<file path="config.mk">
export PLATFORM = sky130hd
export DESIGN_NAME = adder_rr_sched
export DESIGN_NICKNAME = d
export VERILOG_FILES = /design/src/rtl/adder_rr_sched.sv
export SDC_FILE = /design/constraint.sdc
export NUM_CORES = 1
export LEC_CHECK = 0
export ABC_AREA = 1
export BUFFER_PORTS_ARGS = -buffer_cell sky130_fd_sc_hd__buf_2
export CORE_MARGIN = 3
export CORE_UTILIZATION = 45
export DETAILED_ROUTE_END_ITERATION = 8
export PLACE_DENSITY = 0.8
export SYNTH_ARGS = -nofsm -noshare
export SYNTH_HDL_FRONTEND = slang
export SYNTH_SLANG_ARGS = --single-unit
</file>
<file path="constraint.sdc">
create_clock -name I_CLK -period 11.8 [get_ports I_CLK]
set_input_delay 1.77 -clock I_CLK [delete_from_list [all_inputs] [get_ports I_CLK]]
set_output_delay 1.77 -clock I_CLK [all_outputs]
set_load 0.1 [all_outputs]
</file>
<file path="src/rtl/adder_rr_sched.sv">
// ----------------------------------------------------------------------------
// adder_rr_sched
//   Round-robin scheduler sharing one W-bit ripple adder among N requesters.
//   One requester is granted per cycle; its A+B (with carry) and ID are
//   registered into a single output slot that drains via valid/ready.
//
// Ports
//   I_CLK        clock, all state on the rising edge
//   I_RST        synchronous active-high reset
//   I_REQ_VALID  [N]     requester i presents operands
//   O_REQ_READY  [N]     one-hot acceptance (or zero) this cycle
//   I_REQ_A      [N*W]   operand A of requester i at [i*W +: W]
//   I_REQ_B      [N*W]   operand B of requester i at [i*W +: W]
//   O_RES_VALID          output slot holds a result
//   I_RES_READY          consumer takes the result
//   O_RES_SUM    [W+1]   registered A+B, carry in MSB
//   O_RES_ID     [IDW]   requester that produced O_RES_SUM
//
// Slot FSM
//   state   | meaning
//   S_EMPTY | no result held, O_RES_VALID=0
//   S_FULL  | result held, O_RES_VALID=1
// ----------------------------------------------------------------------------
module adder_rr_sched #(
    parameter int W = 16,
    parameter int N = 4,
    localparam int IDW = $clog2(N)
) (
    input  logic             I_CLK,
    input  logic             I_RST,
    input  logic [N-1:0]     I_REQ_VALID,
    output logic [N-1:0]     O_REQ_READY,
    input  logic [N*W-1:0]   I_REQ_A,
    input  logic [N*W-1:0]   I_REQ_B,
    output logic             O_RES_VALID,
    input  logic             I_RES_READY,
    output logic [W:0]       O_RES_SUM,
    output logic [IDW-1:0]   O_RES_ID
);

    typedef enum logic {
        S_EMPTY = 1'b0,
        S_FULL  = 1'b1
    } state_t;

    localparam logic [IDW:0]   N_EXT   = (IDW+1)'(N);
    localparam logic [IDW-1:0] IDX_MAX = IDW'(N - 1);

    state_t           state_q, state_d;
    logic [IDW-1:0]   ptr_q, ptr_d;
    logic [W:0]       sum_q;
    logic [IDW-1:0]   id_q;

    logic             can_accept;
    logic             grant_any;
    logic [IDW-1:0]   grant_idx;
    logic [W-1:0]     a_sel, b_sel;
    logic [W:0]       sum_next;

    assign can_accept = (state_q == S_EMPTY) || I_RES_READY;

    // Scan from the highest offset down so the lowest offset from ptr wins.
    // Reset forces no grant so nothing is accepted in a reset cycle.
    always_comb begin
        logic [IDW:0] scan;
        grant_any = 1'b0;
        grant_idx = '0;
        scan      = '0;
        if (can_accept && !I_RST) begin
            for (int k = N - 1; k >= 0; k--) begin
                scan = {1'b0, ptr_q} + (IDW+1)'(k);
                if (scan >= N_EXT) begin
                    scan = scan - N_EXT;
                end
                if (I_REQ_VALID[scan[IDW-1:0]]) begin
                    grant_any = 1'b1;
                    grant_idx = scan[IDW-1:0];
                end
            end
        end
    end

    always_comb begin
        O_REQ_READY = '0;
        if (grant_any) begin
            O_REQ_READY = N'(1) << grant_idx;
        end
    end

    // Operand mux: grant_idx is 0 when idle, so the select is never X.
    assign a_sel = I_REQ_A[grant_idx*W +: W];
    assign b_sel = I_REQ_B[grant_idx*W +: W];

    // Single shared ripple-carry adder.
    always_comb begin
        logic c;
        c        = 1'b0;
        sum_next = '0;
        for (int i = 0; i < W; i++) begin
            sum_next[i] = a_sel[i] ^ b_sel[i] ^ c;
            c           = (a_sel[i] & b_sel[i]) | (c & (a_sel[i] ^ b_sel[i]));
        end
        sum_next[W] = c;
    end

    always_comb begin
        state_d = state_q;
        ptr_d   = ptr_q;
        unique case (state_q)
            S_EMPTY: if (grant_any) state_d = S_FULL;
            S_FULL:  if (I_RES_READY && !grant_any) state_d = S_EMPTY;
            default: state_d = S_EMPTY;
        endcase
        if (grant_any) begin
            ptr_d = (grant_idx == IDX_MAX) ? '0 : grant_idx + 1'b1;
        end
    end

    always_ff @(posedge I_CLK) begin
        if (I_RST) begin
            state_q <= S_EMPTY;
            ptr_q   <= '0;
            sum_q   <= '0;
            id_q    <= '0;
        end else begin
            state_q <= state_d;
            ptr_q   <= ptr_d;
            if (grant_any) begin
                sum_q <= sum_next;
                id_q  <= grant_idx;
            end
        end
    end

    assign O_RES_VALID = (state_q == S_FULL);
    assign O_RES_SUM   = sum_q;
    assign O_RES_ID    = id_q;

endmodule

</file>
* Word-level counts from Yosys, hierarchy flattened
Index checks and enable logic that the tools add are counted.
** Storage, ports and cells
- Register bits :: 22
- Input port bits :: 135
- Output and inout bits :: 24
- Word-level logic and storage cells :: 138
** Cells by class
- Add/sub/neg operators :: 8
- Order comparisons :: 8
- Equality and inequality tests :: 1
- Shifts and indexed selects :: 3
- Mux-type cells :: 31
- Bitwise logic cells :: 78
- Reductions and logical operators :: 5
** Operator list (number)
- $shiftx A64 B7 Y16 :: 2
- $and A1 B1 Y1 :: 31
- $xor A1 B1 Y1 :: 31
- $mux W2 :: 14
- $or A1 B1 Y1 :: 15
- $lt A2 B3 Y1 const B :: 4
- $mux W1 :: 11
- $ge A3 B3 Y1 const B :: 3
- $bmux W1 S2 :: 4
- $sub A2 B1 Y2 const B :: 4
- $add A2 B2 Y3 const B :: 2
- $mux W4 :: 1
- $shl A1 B2 Y4 const A :: 1
- $add A2 B1 Y3 const B :: 1
- $ge A2 B3 Y1 const B :: 1
- $add A2 B1 Y2 const B :: 1
- $eq A2 B2 Y1 const B :: 1
- $logic_and A1 B1 Y1 :: 2
- $logic_not A1 Y1 :: 2
- $pmux W1 S2 :: 1
- $logic_or A1 B1 Y1 :: 1
- $not A1 Y1 :: 1

* Logic depth before layout (Yosys ltp)
- Depth in word-level cells :: 43
- Mapped depth :: 36
- Depth with buffers taken out :: 34

* Least setup slack after synthesis
No wires, ideal clock.
- Path kind :: input-to-reg
- Start point :: input I_REQ_VALID[1]
- End point :: register sum_q[15] (netlist: O_RES_SUM[15])
- Setup time :: 0.119 ns
- Arrival time :: 8.663 ns
- Required time :: 11.681 ns
- Path slack :: 3.019 ns
- Stages on the path :: 34
- Path buffers :: 2
- Cells stage by stage :: inv_1 > o21ai_1 > nand2_1 > nand3_2 > nand2_1 > nand2_1 > nand2_1 > buf_4 > buf_2 > nand3_1 > nand3_1 > nand2_1 > ha_1 > inv_1 > fa_1 > fa_1 > fa_1 > fa_1 > fa_1 > fa_1 > fa_1 > fa_1 > fa_1 > inv_1 > fa_1 > inv_1 > fa_1 > fa_1 > fa_1 > fa_1 > inv_1 > fa_1 > nand2_1 > nand2_1
** Between the ends
- Cells in the longest elaborated chain, start to end :: 38
- Elaborated cells on any way between the ends :: 79
- Those cells by class :: shift (2); mux (18); bitwise (59)
** RTL lines
- start: declaration :: RTL line 31 : input logic [N-1:0] I_REQ_VALID,
- $bmux W1 S2 :: RTL line 75 : if (I_REQ_VALID[scan[IDW-1:0]]) begin
- $mux W1 (not written as such) :: RTL line 75
- $mux W2 (3 in series) :: RTL line 75
- $mux W2 (*) :: RTL line 75
- $mux W2 (*) :: RTL line 69 : if (can_accept && !I_RST) begin
- $shiftx A64 B7 Y16, on equally long branches :: RTL line 91, 92
- $and A1 B1 Y1 or $xor A1 B1 Y1 (tied branches) :: RTL line 101 : c = (a_sel[i] & b_sel[i]) | (c & (a_sel[i] ^ b_sel[i]));
- $and A1 B1 Y1 :: RTL line 101
- [... 21 more ...]
- $and A1 B1 Y1 :: RTL line 101
- $or A1 B1 Y1 :: RTL line 101
- $and A1 B1 Y1 :: RTL line 101
- $or A1 B1 Y1 :: RTL line 101
- $and A1 B1 Y1 :: RTL line 101
- $or A1 B1 Y1 :: RTL line 101
- $xor A1 B1 Y1 (*) :: RTL line 100 : sum_next[i] = a_sel[i] ^ b_sel[i] ^ c;
- net sum_next[15] :: RTL line 58 : logic [W:0] sum_next;
- end signal: assignment :: RTL line 129 : sum_q <= sum_next;
- end: declaration :: RTL line 51 : logic [W:0] sum_q;
Mark *: on every way through the listed nets, which the timed path passes. The rest lies on a longest branch. The select of a mux whose other input is x is not followed.
A chain may end at the register's enable or synchronous reset.

* Final worst setup path
- Start point :: input I_RST
- End point :: register sum_q[15] (netlist: O_RES_SUM[15])
** Between the ends
- Cells in the longest elaborated chain, start to end :: 34
- Elaborated cells on any way between the ends :: 65
- Those cells by class :: shift (2); mux (2); bitwise (59); reduce/logical (2)
** RTL lines
- start: declaration :: RTL line 30 : input logic I_RST,
- $logic_not A1 Y1 (*) :: RTL line 69
- $logic_and A1 B1 Y1 (*) :: RTL line 69
- $mux W2 (*) :: RTL line 69
- $shiftx A64 B7 Y16, on equally long branches :: RTL line 91, 92
- $and A1 B1 Y1 or $xor A1 B1 Y1 (tied branches) :: RTL line 101
- $and A1 B1 Y1 :: RTL line 101
- $or A1 B1 Y1 :: RTL line 101
- $and A1 B1 Y1 :: RTL line 101
- [... 19 more ...]
- $and A1 B1 Y1 :: RTL line 101
- $or A1 B1 Y1 :: RTL line 101
- $and A1 B1 Y1 :: RTL line 101
- $or A1 B1 Y1 :: RTL line 101
- $and A1 B1 Y1 :: RTL line 101
- $or A1 B1 Y1 :: RTL line 101
- $xor A1 B1 Y1 (*) :: RTL line 100
- net sum_next[15] :: RTL line 58
Mark *: on every way through the listed nets, which the timed path passes. The rest lies on a longest branch.

==> results by group <==
Run status
  • Run status: completed

Clocking
  • Clk buf depth: 2
  • Post-CTS Setup Bufs: 0
  • Clock slew at reported path FFs: 0.09 ns
  • CTS Hold Bufs: 0
  • H-tree depth: 1
  • CTS Buf Count: 3
  • Post_cts resized: 0
  • Clock sinks: 22
  • Clock latency on the worst-skew pair: 0.26 ns
  • CTS tree: built
  • Clock root buffer master: clkbuf_8

Hold path
  • Hold path start: O_RES_ID[1]
  • Tightest Hold Check Type: flop to flop
  • WHS Path Cells: 2
  • Worst hold path endpoint: O_RES_ID[1]

Timing
  • Least-Margin Pin Slew: 0.772 ns
  • Setup TNS: 0 ns
  • Clock Skew: 0.00698 ns
  • Max-slew headroom: 0.483
  • Fin crit period: 9.49 ns
  • Final hold violation count: 0
  • Period utilisation layout: 0.804
  • Fmax: 105 MHz
  • # setup viols final: 0
  • Max-slew violation total from the final report: 0
  • RSZ-0062 raised after global routing: no

Job
  • Maxcap violations: 0

Power and ir drop
  • PwrDens: 167 nW/um^2
  • Max VDD drop: 179 uV
  • Leakage power: 2.08 nW
  • Final Power: 0.581 mW

Worst setup path
  • CP most frequent cell: fa_1
  • RR Endpoint: O_RES_SUM[15]
  • FF-to-FF setup slack: 3.42 ns
  • Critical path class: primary input to flop
  • Slowest cell on crit path: nand2_2
  • Launch point of the worst reg-to-reg path: ptr_q[0]
  • Worst-path maximum fanout: 66
  • Reg2Reg Depth: 33
  • Worst endpoint required time: 11.96 ns
  • Worst Setup SP: I_RST
  • Delay of the slowest critical-path stage: 0.62 ns
  • CP Capture Type: flop
  • CP arrival: 9.65 ns
  • Startpoint types: primary input

Detailed routing
  • DRT Pass-1 Iters: 8
  • Routed len/inst: 13.0 um
  • Residual DRC: 0
  • Vias: 3433
  • Final wirelength: 8720 um
  • Vias per std cell: 5.11
  • Drt initial violations: 293
  • Remaining antenna violation count: 0

Global routing
  • Grt total ovfl: 0
  • First-pass GRT wire length: 14200 um
  • Gr usage total: 0.240
  • Largest net degree at the start of global routing: 67
  • Initial antenna violation count: 0
  • Vias in the first global route: 3130

Synth
  • Sequential fraction of the synthesis area: 0.164
  • Post-Synthesis Cells: 468
  • Post-Syn Area: 2680 sq um
  • Syn Nets: 623
  • Synth cell types: 19
  • Syn. warnings: 0
  • Synth Register Bits: 22
  • Post-Syn Area per Cell: 5.72 sq um

Layout
  • Fillers: 583
  • Nets: 756
  • # diodes: 0
  • Layout cells sized above 1: 0.293
  • Area delta synth->final: 29.6%

Die
  • Initial Utilization: 0.475
  • Num ports: 159
  • Die H: 83.1 um
  • Core area: 5640 sq um
  • Row count: 27
  • Die area: 6910 sq um
  • Die W: 83.1 um

Placement
  • HPWL after DPL: 6880 um
  • RePlAce Congestion: 0.848
  • Port bufs: 158
[state kept, by name, summed over array words and instances (netlist names)]
name	count
O_RES_ID	2
O_RES_VALID	1
O_RES_SUM	17
ptr_q	2
[critical path, delay by kind of cell]
kind          cells  cell delay [ns]
fa+ha+maj        16             5.68
simple gates      7             1.27
buf+inv           6             0.90
[layer usage]
| layer | track usage | part of all wire |
|---|---|---|
| met5 | 0 | 0 |
| met4 | 0.0520 | 0.017 |
| met3 | 0.0367 | 0.086 |
| met2 | 0.406 | 0.49 |
| met1 | 0.324 | 0.41 |
[worst max-delay path by stage]
stage | endpoint | slack (ns) | depth (start not counted)
after floorplan | O_RES_SUM[15] | 3.02 | 34
after global placement | O_RES_SUM[15] | 2.23 | 29
after detailed placement | O_RES_SUM[15] | 2.06 | 29
after CTS | O_RES_SUM[15] | 2.33 | 29
after global routing | O_RES_SUM[15] | 1.83 | 30
final | O_RES_SUM[15] | 2.31 | 29
[report_power, final]
group,internal (mW),switching (mW)
clock,0.0452,0.0244
sequential,0.0922,0.0111
combinational,0.110,0.298
[stage by stage]
stage / area [sq um] / utilization / setup slack [ns] / cells / hold WS, ns
6_report: 3470 / 0.615 / 2.31 / 672 / 0.481
3_5_place_dp: 3400 / 0.603 / 2.06 / 668 / 0.467
5_1_grt: 3470 / 0.615 / 1.83 / 672 / 0.496
3_3_place_gp: 3400 / 0.603 / 2.23 / 668 / 0.454
2_1_floorplan: 2680 / - / 3.02 / 468 / 0.509
4_1_cts: 3470 / 0.615 / 2.33 / 672 / 0.483
[synth_stat cells]
master    number  share of area
buf_1          1         0.0014
buf_2         15          0.028
dfxtp_1       22           0.16
fa_1          15           0.11
nand3_1      139           0.26
xnor2_1        1         0.0033
ha_1           5          0.023
a21oi_1        4         0.0075
o21ai_0        2         0.0037
nand2_1      157           0.22
clkbuf_1       8          0.011
buf_6          4          0.017
buf_4          6          0.017
nand3_2        1         0.0037
inv_1         44          0.062
nand2_2        3         0.0070
nor2_1        34          0.048
inv_2          4         0.0056
o21ai_1        3         0.0056
[area by class of cell]
cell class,instances,area (sq um),area share
Clock buffer,3,41.3,0.0119
Inverter,48,180,0.0519
Multi-Input combinational cell,364,1870,0.538
Timing Repair Buffer,162,821,0.236
Sequential cell,22,440,0.127
Clock inverter,1,30.0,0.00865
Tap cell,72,90.1,0.0260
[cell usage in the layout, fill, tap and decap left out]
master,instances
nor2_1,33
nand3_2,1
o21ai_1,3
buf_4,4
inv_1,44
nand2_1,156
a21oi_1,4
ha_1,5
clkbuf_8,3
nor2_4,1
xnor2_1,1
inv_2,4
buf_2,158
dfxtp_1,22
fa_1,15
nand3_1,139
o21ai_0,2
nand2_2,4
bufinv_16,1
[logic make-up after synthesis]
logic type / count (synthesis) / share of synthesized area
AO/OA/AOI/OAI: 9 / 0.0168
XOR/XNOR: 1 / 0.00327
adder cells (fa/ha/maj): 20 / 0.136
buffers and inverters: 82 / 0.142
flip-flops: 22 / 0.164
AND/OR/NAND/NOR: 334 / 0.538
No activity file was read; power rests on OpenSTA's default activity.
